**src/rtl/demux_lane_monitor_if.sv**
```systemverilog
// Bus bundle between the lane monitor and its host: lane inputs, select,
// read-and-clear handshake and sticky error flags.
interface demux_lane_monitor_if #(
    parameter int CNT_W = 8
);
    logic [7:0]       lane_in;
    logic [2:0]       sel;
    logic             rd_req;
    logic [2:0]       rd_lane;
    logic             rd_ack;
    logic             rd_valid;
    logic [CNT_W-1:0] rd_data;
    logic             rd_busy;
    logic [7:0]       err_flags;
    logic             clr_err;

    modport master (
        output lane_in, sel, rd_req, rd_lane, rd_ack, clr_err,
        input  rd_valid, rd_data, rd_busy, err_flags
    );

    modport slave (
        input  lane_in, sel, rd_req, rd_lane, rd_ack, clr_err,
        output rd_valid, rd_data, rd_busy, err_flags
    );
endinterface

```
**src/rtl/demux_lane_monitor.sv**
```systemverilog
// Per-lane rising-edge counters for the 1-to-8 demux outputs, with off-select
// activity flags and a read-and-clear host handshake.
module demux_lane_monitor #(
    parameter int CNT_W       = 8,
    parameter int SYNC_STAGES = 2
) (
    input  logic                 clk,
    input  logic                 reset,
    demux_lane_monitor_if.slave  bus
);
    localparam int GUARD_W = $clog2(SYNC_STAGES + 2);
    localparam logic [GUARD_W-1:0] GUARD_LOAD = GUARD_W'(SYNC_STAGES + 1);
    localparam logic [CNT_W-1:0]   CNT_MAX    = {CNT_W{1'b1}};
    localparam logic [CNT_W-1:0]   CNT_ZERO   = {CNT_W{1'b0}};
    localparam logic [CNT_W-1:0]   CNT_ONE    = {{(CNT_W-1){1'b0}}, 1'b1};

    typedef enum logic [0:0] {
        ST_IDLE = 1'b0,
        ST_HOLD = 1'b1
    } state_t;

    logic [7:0]         sync_r [SYNC_STAGES];
    logic [7:0]         hist_r;
    logic [7:0]         rise_s;
    logic [CNT_W-1:0]   cnt_r [8];
    logic [2:0]         sel_q_r;
    logic [GUARD_W-1:0] guard_r;
    logic [7:0]         set_s;
    logic [7:0]         err_r;
    state_t             state_r;
    state_t             state_nxt_s;
    logic               capture_s;
    logic               rd_valid_r;
    logic               rd_busy_r;
    logic [CNT_W-1:0]   rd_data_r;

    // Lane input synchronizer chain plus the history flop used for edge detect.
    always_ff @(posedge clk or posedge reset) begin
        if (reset) begin
            for (int i = 0; i < SYNC_STAGES; i++) begin
                sync_r[i] <= 8'd0;
            end
            hist_r <= 8'd0;
        end else begin
            sync_r[0] <= bus.lane_in;
            for (int i = 1; i < SYNC_STAGES; i++) begin
                sync_r[i] <= sync_r[i-1];
            end
            hist_r <= sync_r[SYNC_STAGES-1];
        end
    end

    assign rise_s = sync_r[SYNC_STAGES-1] & ~hist_r;

    // Select history and the guard window that hides synchronizer lag after a select change.
    always_ff @(posedge clk or posedge reset) begin
        if (reset) begin
            sel_q_r <= 3'd0;
            guard_r <= {GUARD_W{1'b0}};
        end else begin
            sel_q_r <= bus.sel;
            if (bus.sel != sel_q_r) begin
                guard_r <= GUARD_LOAD;
            end else if (guard_r != {GUARD_W{1'b0}}) begin
                guard_r <= guard_r - {{(GUARD_W-1){1'b0}}, 1'b1};
            end else begin
                guard_r <= guard_r;
            end
        end
    end

    // Off-select edges outside the guard window raise an error.
    always_comb begin
        set_s = 8'd0;
        if (guard_r == {GUARD_W{1'b0}}) begin
            set_s = rise_s & ~(8'd1 << sel_q_r);
        end else begin
            set_s = 8'd0;
        end
    end

    // Sticky error flags; a same-cycle set beats the clear.
    always_ff @(posedge clk or posedge reset) begin
        if (reset) begin
            err_r <= 8'd0;
        end else begin
            err_r <= (bus.clr_err ? 8'd0 : err_r) | set_s;
        end
    end

    // Read FSM next-state and capture strobe.
    always_comb begin
        state_nxt_s = state_r;
        capture_s   = 1'b0;
        case (state_r)
            ST_IDLE: begin
                if (bus.rd_req) begin
                    state_nxt_s = ST_HOLD;
                    capture_s   = 1'b1;
                end else begin
                    state_nxt_s = ST_IDLE;
                end
            end
            ST_HOLD: begin
                if (bus.rd_ack) begin
                    state_nxt_s = ST_IDLE;
                end else begin
                    state_nxt_s = ST_HOLD;
                end
            end
            default: begin
                state_nxt_s = ST_IDLE;
            end
        endcase
    end

    // Read FSM state and registered handshake outputs.
    always_ff @(posedge clk or posedge reset) begin
        if (reset) begin
            state_r    <= ST_IDLE;
            rd_valid_r <= 1'b0;
            rd_busy_r  <= 1'b0;
            rd_data_r  <= CNT_ZERO;
        end else begin
            state_r    <= state_nxt_s;
            rd_valid_r <= (state_nxt_s == ST_HOLD);
            rd_busy_r  <= (state_nxt_s == ST_HOLD);
            if (capture_s) begin
                rd_data_r <= cnt_r[bus.rd_lane];
            end else begin
                rd_data_r <= rd_data_r;
            end
        end
    end

    // Saturating edge counters; a capture clears the lane but keeps a colliding edge.
    always_ff @(posedge clk or posedge reset) begin
        if (reset) begin
            for (int n = 0; n < 8; n++) begin
                cnt_r[n] <= CNT_ZERO;
            end
        end else begin
            for (int n = 0; n < 8; n++) begin
                if (capture_s && (bus.rd_lane == 3'(n))) begin
                    cnt_r[n] <= rise_s[n] ? CNT_ONE : CNT_ZERO;
                end else if (rise_s[n] && (cnt_r[n] != CNT_MAX)) begin
                    cnt_r[n] <= cnt_r[n] + CNT_ONE;
                end else begin
                    cnt_r[n] <= cnt_r[n];
                end
            end
        end
    end

    assign bus.rd_valid  = rd_valid_r;
    assign bus.rd_busy   = rd_busy_r;
    assign bus.rd_data   = rd_data_r;
    assign bus.err_flags = err_r;

endmodule

```
**src/flat_wrapper.sv**
```systemverilog
// flat-port wrapper written by rule: the top's interface ports become plain ports
module demux_lane_monitor_flat 
#(
    parameter int CNT_W       = 8,
    parameter int SYNC_STAGES = 2
)
  (clk, reset, bus_lane_in, bus_sel, bus_rd_req, bus_rd_lane, bus_rd_ack, bus_clr_err, bus_rd_valid, bus_rd_data, bus_rd_busy, bus_err_flags);
  demux_lane_monitor_if #(.CNT_W(CNT_W)) bus_i ();
  input  logic clk;
  input  logic reset;
  input wire logic [$bits(bus_i.lane_in)-1:0] bus_lane_in;
  input wire logic [$bits(bus_i.sel)-1:0] bus_sel;
  input wire logic [$bits(bus_i.rd_req)-1:0] bus_rd_req;
  input wire logic [$bits(bus_i.rd_lane)-1:0] bus_rd_lane;
  input wire logic [$bits(bus_i.rd_ack)-1:0] bus_rd_ack;
  input wire logic [$bits(bus_i.clr_err)-1:0] bus_clr_err;
  output wire logic [$bits(bus_i.rd_valid)-1:0] bus_rd_valid;
  output wire logic [$bits(bus_i.rd_data)-1:0] bus_rd_data;
  output wire logic [$bits(bus_i.rd_busy)-1:0] bus_rd_busy;
  output wire logic [$bits(bus_i.err_flags)-1:0] bus_err_flags;
  assign bus_i.lane_in = bus_lane_in;
  assign bus_i.sel = bus_sel;
  assign bus_i.rd_req = bus_rd_req;
  assign bus_i.rd_lane = bus_rd_lane;
  assign bus_i.rd_ack = bus_rd_ack;
  assign bus_i.clr_err = bus_clr_err;
  assign bus_rd_valid = bus_i.rd_valid;
  assign bus_rd_data = bus_i.rd_data;
  assign bus_rd_busy = bus_i.rd_busy;
  assign bus_err_flags = bus_i.err_flags;
  demux_lane_monitor #(.CNT_W(CNT_W), .SYNC_STAGES(SYNC_STAGES)) u_core (.clk(clk), .reset(reset), .bus(bus_i));
endmodule
```
**config.mk**
```make
export PLATFORM = sky130hd
export DESIGN_NAME = demux_lane_monitor_flat
export DESIGN_NICKNAME = d
export VERILOG_FILES = /design/src/rtl/demux_lane_monitor_if.sv /design/src/rtl/demux_lane_monitor.sv /design/src/flat_wrapper.sv
export SDC_FILE = /design/constraint.sdc
export NUM_CORES = 1
export LEC_CHECK = 0
export CORE_MARGIN = 1.5
export CORE_UTILIZATION = 45
export DETAILED_ROUTE_END_ITERATION = 6
export PLACE_DENSITY = 0.76
export SETUP_SLACK_MARGIN = 0.05
export SYNTH_ARGS = -nofsm -noshare
export SYNTH_HDL_FRONTEND = slang
export SYNTH_SLANG_ARGS = --single-unit
```
**constraint.sdc**
```tcl
create_clock -name clk -period 5.41 [get_ports clk]
set_clock_uncertainty 0.2 [all_clocks]
set_input_delay 1.082 -clock clk [delete_from_list [all_inputs] [get_ports clk]]
set_output_delay 1.082 -clock clk [all_outputs]
set_load 0.03 [all_outputs]
```
**Word-level counts from Yosys, hierarchy flattened**

Cells that the tools add are included.

- Input port bits: 19
- Output and inout bits: 18
- Flip-flop bits (word level): 110
- Logic and storage cells: 113

- Eq/ne operators: 16
- Shift operators: 1
- Add/sub/neg operators: 9
- Reductions and logical operators: 28
- Muxes and demuxes: 35
- Order comparisons: 1
- Bitwise logic cells: 7

Operators by type and width:

| operator | number |
|---|---|
| $mux W8 | 20 |
| $add A8 B1 Y8 const B | 8 |
| $ne A8 B8 Y1 const B | 8 |
| $bmux W8 S3 | 1 |
| $reduce_bool A2 Y1 | 10 |
| $and A8 B8 Y8 | 2 |
| $logic_and A1 B1 Y1 | 16 |
| $not A8 Y8 | 2 |
| $eq A3 B3 Y1 const B | 4 |
| $mux W1 | 11 |
| $or A8 B8 Y8 | 1 |
| $shl A1 B3 Y8 const A | 1 |
| $eq A3 B2 Y1 const B | 2 |
| $ge A4 B4 Y1 const B | 1 |
| $mux W2 | 2 |
| $not A3 Y4 | 1 |
| $eq A3 B1 Y1 const B | 1 |
| $logic_not A3 Y1 | 1 |
| $ne A3 B3 Y1 | 1 |
| $logic_not A2 Y1 | 1 |
| $pmux W1 S2 | 1 |
| $sub A2 B1 Y2 const B | 1 |
| $not A1 Y1 | 1 |

**Logic depth before layout (Yosys ltp)**

Gate-level depths: netlist of run 1.

- Depth after elaboration: 5
- Depth in mapped cells: 6
- Depth with buffers taken out: 5

**Worst setup path before layout of run 1**

OpenSTA, ideal clock, no wires.

- Path type: input to register
- From: input port bus_rd_lane[2]
- To: register u_core.rd_data_r[0], in the netlist u_core.bus.rd_data[0]
- Arrival: 2.122 ns
- Library setup time: 0.124 ns
- Required time: 5.086 ns
- Buffers on the path: 1
- Path slack: 2.964 ns
- Stages on the path: 4
- Cells stage by stage: buf_2 mux4_2 a22oi_1 nand2_1

- Word-level cells in the longest chain between the ends: 4

Ends and longest elaborated chain:

| element | RTL line | text |
|---|---|---|
| from (decl) | flat_wrapper.sv:14 | `input wire logic [$bits(bus_i.rd_lane)-1:0] bus_rd_lane;` |
| $not A3 Y4 (implied by the code) | demux_lane_monitor.sv:129 | `rd_data_r <= cnt_r[bus.rd_lane];` |
| $bmux W8 S3 | demux_lane_monitor.sv:129 |  |
| $mux W8 (implied by the code) (2 in a row) | demux_lane_monitor.sv:129 |  |
| to (signal assigned) | demux_lane_monitor.sv:129 |  |
| to (signal assigned) | demux_lane_monitor.sv:131 | `rd_data_r <= rd_data_r;` |
| to (decl) | demux_lane_monitor.sv:35 | `logic [CNT_W-1:0] rd_data_r;` |

No other way between the ends. The select of a mux whose other input is x is not followed.
A chain may end at the register's enable or synchronous reset.

**Final worst setup path of run 1**

- From: input port bus_rd_lane[2]
- To: register u_core.rd_data_r[2], in the netlist u_core.bus.rd_data[2]

The elaborated chain is that of the path after synthesis.

==> results of run 1 <==
## registers in the layout, summed over array words and instances, names as in the netlist
signal / cells
u_core.bus.rd_data: 8
u_core.sync_r: 16
u_core.cnt_r: 64
u_core.guard_r: 2
u_core.state_r: 1
u_core.hist_r: 8
u_core.bus.err_flags: 8
u_core.sel_q_r: 3
## worst max-delay path: stages
cell and delay (ps):
clkdlybuf4s50_1 980, buf_4 330, mux4_2 530, a22oi_1 210
nand2_1 70
## synthesized netlist by cell type (all sizes together) (11+ instances only)
library cell  instances  area share, %
and3                 11            1.2
nor2b                11            1.2
nor3                 16            1.8
xor2                 16            2.5
nand3                25            2.3
o21ai                24            2.2
inv                  19            1.3
a31oi                12            1.4
dfrtp               110             50
nor2                 38            2.8
nand2                50            3.4
a21oi                15            1.4
o211ai               22            3.0
mux4                 16            6.5
mux2i                12            2.2
## logic make-up (layout without fill, tap and decap cells)
group	Yosys count	in the layout	share of synthesized area [%]
multiplexers	29	29	8.92
flip-flops	110	110	49.9
AO/OA/AOI/OAI	103	103	12.2
adder cells (fa/ha/maj)	9	9	2.04
buffers and inverters	37	73	2.84
AND/OR/NAND/NOR	208	208	21.0
XOR/XNOR	19	19	3.02
## layer usage
layer	wire length, um	share of wire, %
met5	0	0
met4	265	2.2
met3	698	5.7
met2	5890	48
met1	5350	44
## stage by stage
step / instances / hold WS, ps / utilization [%]
global route: 698 / 157 / 52.7
detailed placement: 683 / 135 / 50.1
floorplan: 515 / 131 / -
global placement: 683 / 132 / 50.1
finish: 698 / 149 / 52.7
CTS: 698 / 151 / 52.7
## layout make-up
cell class	instances	area (um2)	area share, %
Tap cell	147	184	2.92
Clock buffer	11	253	4.01
Sequential cell	110	2750	43.7
Clock inverter	4	55.1	0.873
Timing Repair Buffer	39	383	6.07
Inverter	19	73.8	1.17
Multi-Input combinational cell	368	2610	41.3
## final timing paths
| path | startpoint | endpoint | slack (ps) | cells past startpoint |
|---|---|---|---|---|
| worst max-delay path | bus_rd_lane[2] | u_core.bus.rd_data[2] | 2240 | 5 |
| worst min-delay path | u_core.sync_r[9] | u_core.sync_r[1] | 150 | 0 |
| worst max register to register | u_core.state_r | u_core.cnt_r[29] | 3240 | 4 |
| worst min register to register | u_core.sync_r[9] | u_core.sync_r[1] | 150 | 0 |
| max in group asynchronous | reset | u_core.sync_r[0] | 2920 | 3 |
| min in group asynchronous | reset | u_core.hist_r[3] | 1110 | 2 |
## power groups by stage
stage | Clock (mW) | Sequential (mW) | Combinational (mW)
final | 0.680 | 1.37 | 0.661
after global routing | 0.732 | 1.40 | 0.743
after CTS | 0.698 | 1.36 | 0.667
after detailed placement | 0 | 1.37 | 0.665
after global placement | 0 | 1.36 | 0.633
after floorplan | 0 | 1.29 | 0.470
==> metrics, run 1 <==
DRT Pass-1 Iters=5; Routed WL=~12 mm; max_cap viols=0; TritonCTS Buffers=9; Worst Path Max Fanout=16; first-pass GRT wire length=between 20 and 25 mm; GR Layer Usage met1=27.3%; Netlist Area Pre-Place=5510 um2; clk sinks=110; Avg Cell Area, Syn=10.7 um2; setup ws final=2240 ps; CORE AREA=12000 um2; 1st-iter DRT viols=378; WP data required=around 5400 ps; Final Cell Area=6310 um2; syn nets=543; worst slack, placed=1870 ps; Max VDD drop=193 uV; Placer Congestion=0.938; Area Growth Syn to Fin=14.4%; Row Count=40; Area after DPL=6000 um2; Synth Register Bits=110; Period Utilization, post-route=just under 60%; IO Count=37; Pwr Density=between 400 and 500 nW/um2; later-pin clock latency in the skew report=350 ps; dpl hpwl=8.71 mm; Total Power Consumption=around 2.7 mW; count of final setup violators=0; FMAX=316 MHz; # hold bufs at CTS=0; most frequent cells in the layout=110 x dfrtp_1, 50 x nand2_1, 36 x clkdlybuf4s50_1, 35 x nor2_1, 25 x nand3_1; diode count=0; Fillers=1032; GRT overflow=0; Crit Path Class=primary input to flop; Total GRT Usage=20.2%; Starting Density=46.1%; Die Wd=roughly 110 um; Vias/cell=6.08; Clk pin slew, worst setup/hold paths=70 ps; fin crit period=3170 ps; internal power=1.76 mW; number of synthesis warnings=0; Post-synth EDFFs=0; met2 Use GR=around 33%; outcome=completed; Switching Share=35.2%; Netlist cell types=56; die area=approximately 13000 um2; drt wl/cell=17.5 um; Mapped Cells=515; setup tns final=0 ps; commonest non-fill, non-tap cell in the layout=dfrtp_1; initial antenna violation count=0; clock power share=between 20% and 30%; grt met3 use=under 10%; sequential fraction of design power=50.5%; Top Usage Layer GRT=met2; post-cts repair resize count=0; Remaining DRCs=0; share of cells above drive strength 1=under 10%; NetSw=0.955 mW; nets=575; setup bufs post-CTS=0; WP data arrival=3200 ps; Top FF cell, synth=dfrtp_1; die height=around 110 um; Hold Crit Class=flop to flop; CTS Root Buffer Type=clkbuf_16; Post-DRT Antenna Nets=0; Slew HR=34.3%; number of global-route vias before repair=4157; # H-tree levels=3; Final Max Tran Viols=0; Port Buf Inserts=36; Worst Tran Pin Value=approximately 990 ps; CTS Buffer Depth=2; Final Hold Fails=0; FFs w/ async S/R, synth=100%; Comb pwr share=24.4%; sequential share of the synthesized area=about half; element type at the critical path start=primary input; largest net degree at the start of global routing=83; CP endpoint kind=flop; RSZ-0062 raised after global routing=no; vias=4245; CTS tree=built; leakage dissipation=~2.6 nW
No activity file was read; power rests on OpenSTA's default activity.
==> inputs of run 2 (changes only) <==
==> constraint.sdc (replaced) <==
create_clock -name clk -period 3.3 [get_ports clk]
set_clock_uncertainty 0.2 [all_clocks]
set_input_delay 0.66 -clock clk [delete_from_list [all_inputs] [get_ports clk]]
set_output_delay 0.66 -clock clk [all_outputs]
set_load 0.03 [all_outputs]
==> run 2 against run 1 <==
Against the previous run: via count fell by 0.33%; utilization rose by 0.10 points; first-iteration DRC count fell by 12%; critical endpoint is now u_core.cnt_r[56]; highest routed layer unchanged; clock power rose by 49%.
==> metrics, run 2 (same netlist as run 1, synthesis figures left out) <==
Critical-path top delay cell=clkdlybuf4s50_1; die height=114 um (unchanged); Sequential cell area=2750 um2 (unchanged); max_cap viols=0 (unchanged); FMAX=roughly 410 MHz; most frequent cells in the layout=110 x dfrtp_1, 50 x nand2_1, 36 x clkdlybuf4s50_1, 35 x nor2_1, 25 x nand3_1; Pwr Density=688 nW/um2 (+60%); clk sinks=110 (unchanged); drt wl/cell=17.1 um (-2.0%); Remaining DRCs=0 (unchanged); final hold slack=148 ps (-0.599 ps); Placer Congestion=0.861 (-8.2%); Vias/cell=6.01 (-1.2%); Period Utilization, post-route=73.8%; crit-path cells=clkdlybuf4s50_1 -> buf_4 -> nor4_4 -> nand3b_1 -> o211ai_1; element type at the critical path start=primary input; Slowest Stage Delay on Critical Path=740 ps (-240 ps); DRT Pass-1 Iters=5 (unchanged); Crit Path Class=primary input to flop; number of global-route vias before repair=4174 (+0.41%); RSZ-0062 raised after global routing=no; diode count=0 (unchanged); multi-input logic area=2610 um2 (unchanged); max reg flops=64 (unchanged); WP data required=3320 ps (-2120 ps); GRT overflow=0 (unchanged); first-pass GRT wire length=20.3 mm (-0.65%); commonest non-fill, non-tap cell in the layout=dfrtp_1; IO Count=37 (unchanged); setup bufs post-CTS=0 (unchanged); Final Hold Fails=0 (unchanged); Starting Density=46.1% (unchanged); leakage dissipation=2.61 nW (about the same); Area after DPL=6050 um2 (+0.86%); Clk pin slew, worst setup/hold paths=70 ps (about the same); setup ws final=865 ps (-1380 ps); min-delay src=u_core.sync_r[12]; 1st-iter DRT viols=334 (-12%); Port Buf Inserts=36 (unchanged); Total Power Consumption=4.35 mW (+60%); Max VDD drop=312 uV (+62%); Placed Cells=688 (+0.73%); initial antenna violation count=0 (unchanged); Die Wd=114 um (unchanged); R2R Setup Slk=1300 ps (-1940 ps); Finished Layout Cells=704 (+0.86%); Area Growth Syn to Fin=14.6%; Slew HR=55.0% (+21 points); Hold Crit Class=flop to flop; WP data arrival=2460 ps (-740 ps); Fillers=998 (-3.3%); Final Max Tran Viols=0 (unchanged); Total GRT Usage=20.2% (-0.037 points); outcome=completed; nets=580 (+0.87%); Row Count=40 (unchanged); Worst Tran Pin Value=673 ps (-312 ps); FF-to-FF path depth=4 (unchanged); die area=12900 um2 (unchanged); Routed WL=12.1 mm (-1.1%); hold path depth=0 (unchanged); Worst Path Max Fanout=12 (-4); dpl hpwl=8.66 mm (-0.54%); TritonCTS Buffers=9 (unchanged); CTS Buffer Depth=2 (unchanged); Layout Utilization=52.8% (+0.10 points); count of final setup violators=0 (unchanged); CP endpoint kind=flop; CTS Root Buffer Type=clkbuf_16; fin crit period=2430 ps; # hold bufs at CTS=0 (unchanged); # H-tree levels=3 (unchanged); Final Cell Area=6320 um2 (+0.20%); worst slack, placed=480 ps (-1390 ps); worst r2r dst=u_core.cnt_r[44]; top flop regs=u_core.cnt_r: 64 flops, u_core.sync_r: 16 flops; CORE AREA=12000 um2 (unchanged); Worst R2R Start=u_core.state_r; later-pin clock latency in the skew report=360 ps (about the same); largest net degree at the start of global routing=111 (+34%); CTS tree=built; post-cts repair resize count=0 (unchanged); Biggest register=u_core.cnt_r; Post-DRT Antenna Nets=0 (unchanged); setup tns final=0 ps (unchanged); hold endpoint=u_core.sync_r[4]; share of cells above drive strength 1=9.16% (+0.63 points); vias=4231 (-0.33%)
run 2: changes by cell type in the layout (fill, tap and decap cells not counted):
cell,delta
buf_4,+4
clkinvlp_4,+3
clkbuf_1,+2
clkbuf_8,-2
buf_12,+1
bufinv_16,-1
clkinv_2,+1
inv_4,-1
inv_6,-1
run 2: layout make-up:
class | instances | share of cell area (%)
sequential | 110 | 43.6
multi-input combinational | 368 | 41.2
timing repair buffer | 44 | 6.85
clock buffer | 11 | 3.68
tap | 147 | 2.91
inverter | 19 | 1.19
clock inverter | 5 | 0.574
run 2: worst max-delay path by stage:
stage | start | to | slack (ps)
detailed placement | bus_rd_lane[0] | u_core.cnt_r[56] | 480
CTS | bus_rd_lane[0] | u_core.cnt_r[56] | 870
finish | bus_rd_lane[0] | u_core.cnt_r[56] | 870
floorplan | reset | u_core.bus.err_flags[0] | 1110
global route | bus_rd_lane[0] | u_core.cnt_r[56] | 760
global placement | bus_rd_lane[0] | u_core.cnt_r[56] | 530
run 2: critical path: cells and delay by family:
family	cells	cell delay [ps]
AOI/OAI and AO/OA	1	100
and+or+nand+nor	2	650
buffers and inverters	2	1050
run 2: power breakdown:
part | total, mW | switching [mW] | internal (mW)
Sequential | 2.24 | 0.534 | 1.71
Combinational | 1.10 | 0.551 | 0.545
Clock | 1.01 | 0.493 | 0.513
Total | 4.35 | 1.58 | 2.77
run 2: per-layer routing:
layer	up-vias	wire length (um)	part of all wire [%]	global-route usage, %
met5	-	0	0	0
li1	1984	-	-	-
met1	2069	5330	44	26.6
met3	28	663	5.5	4.09
met2	150	5770	48	32.4
met4	0	306	2.5	9.25
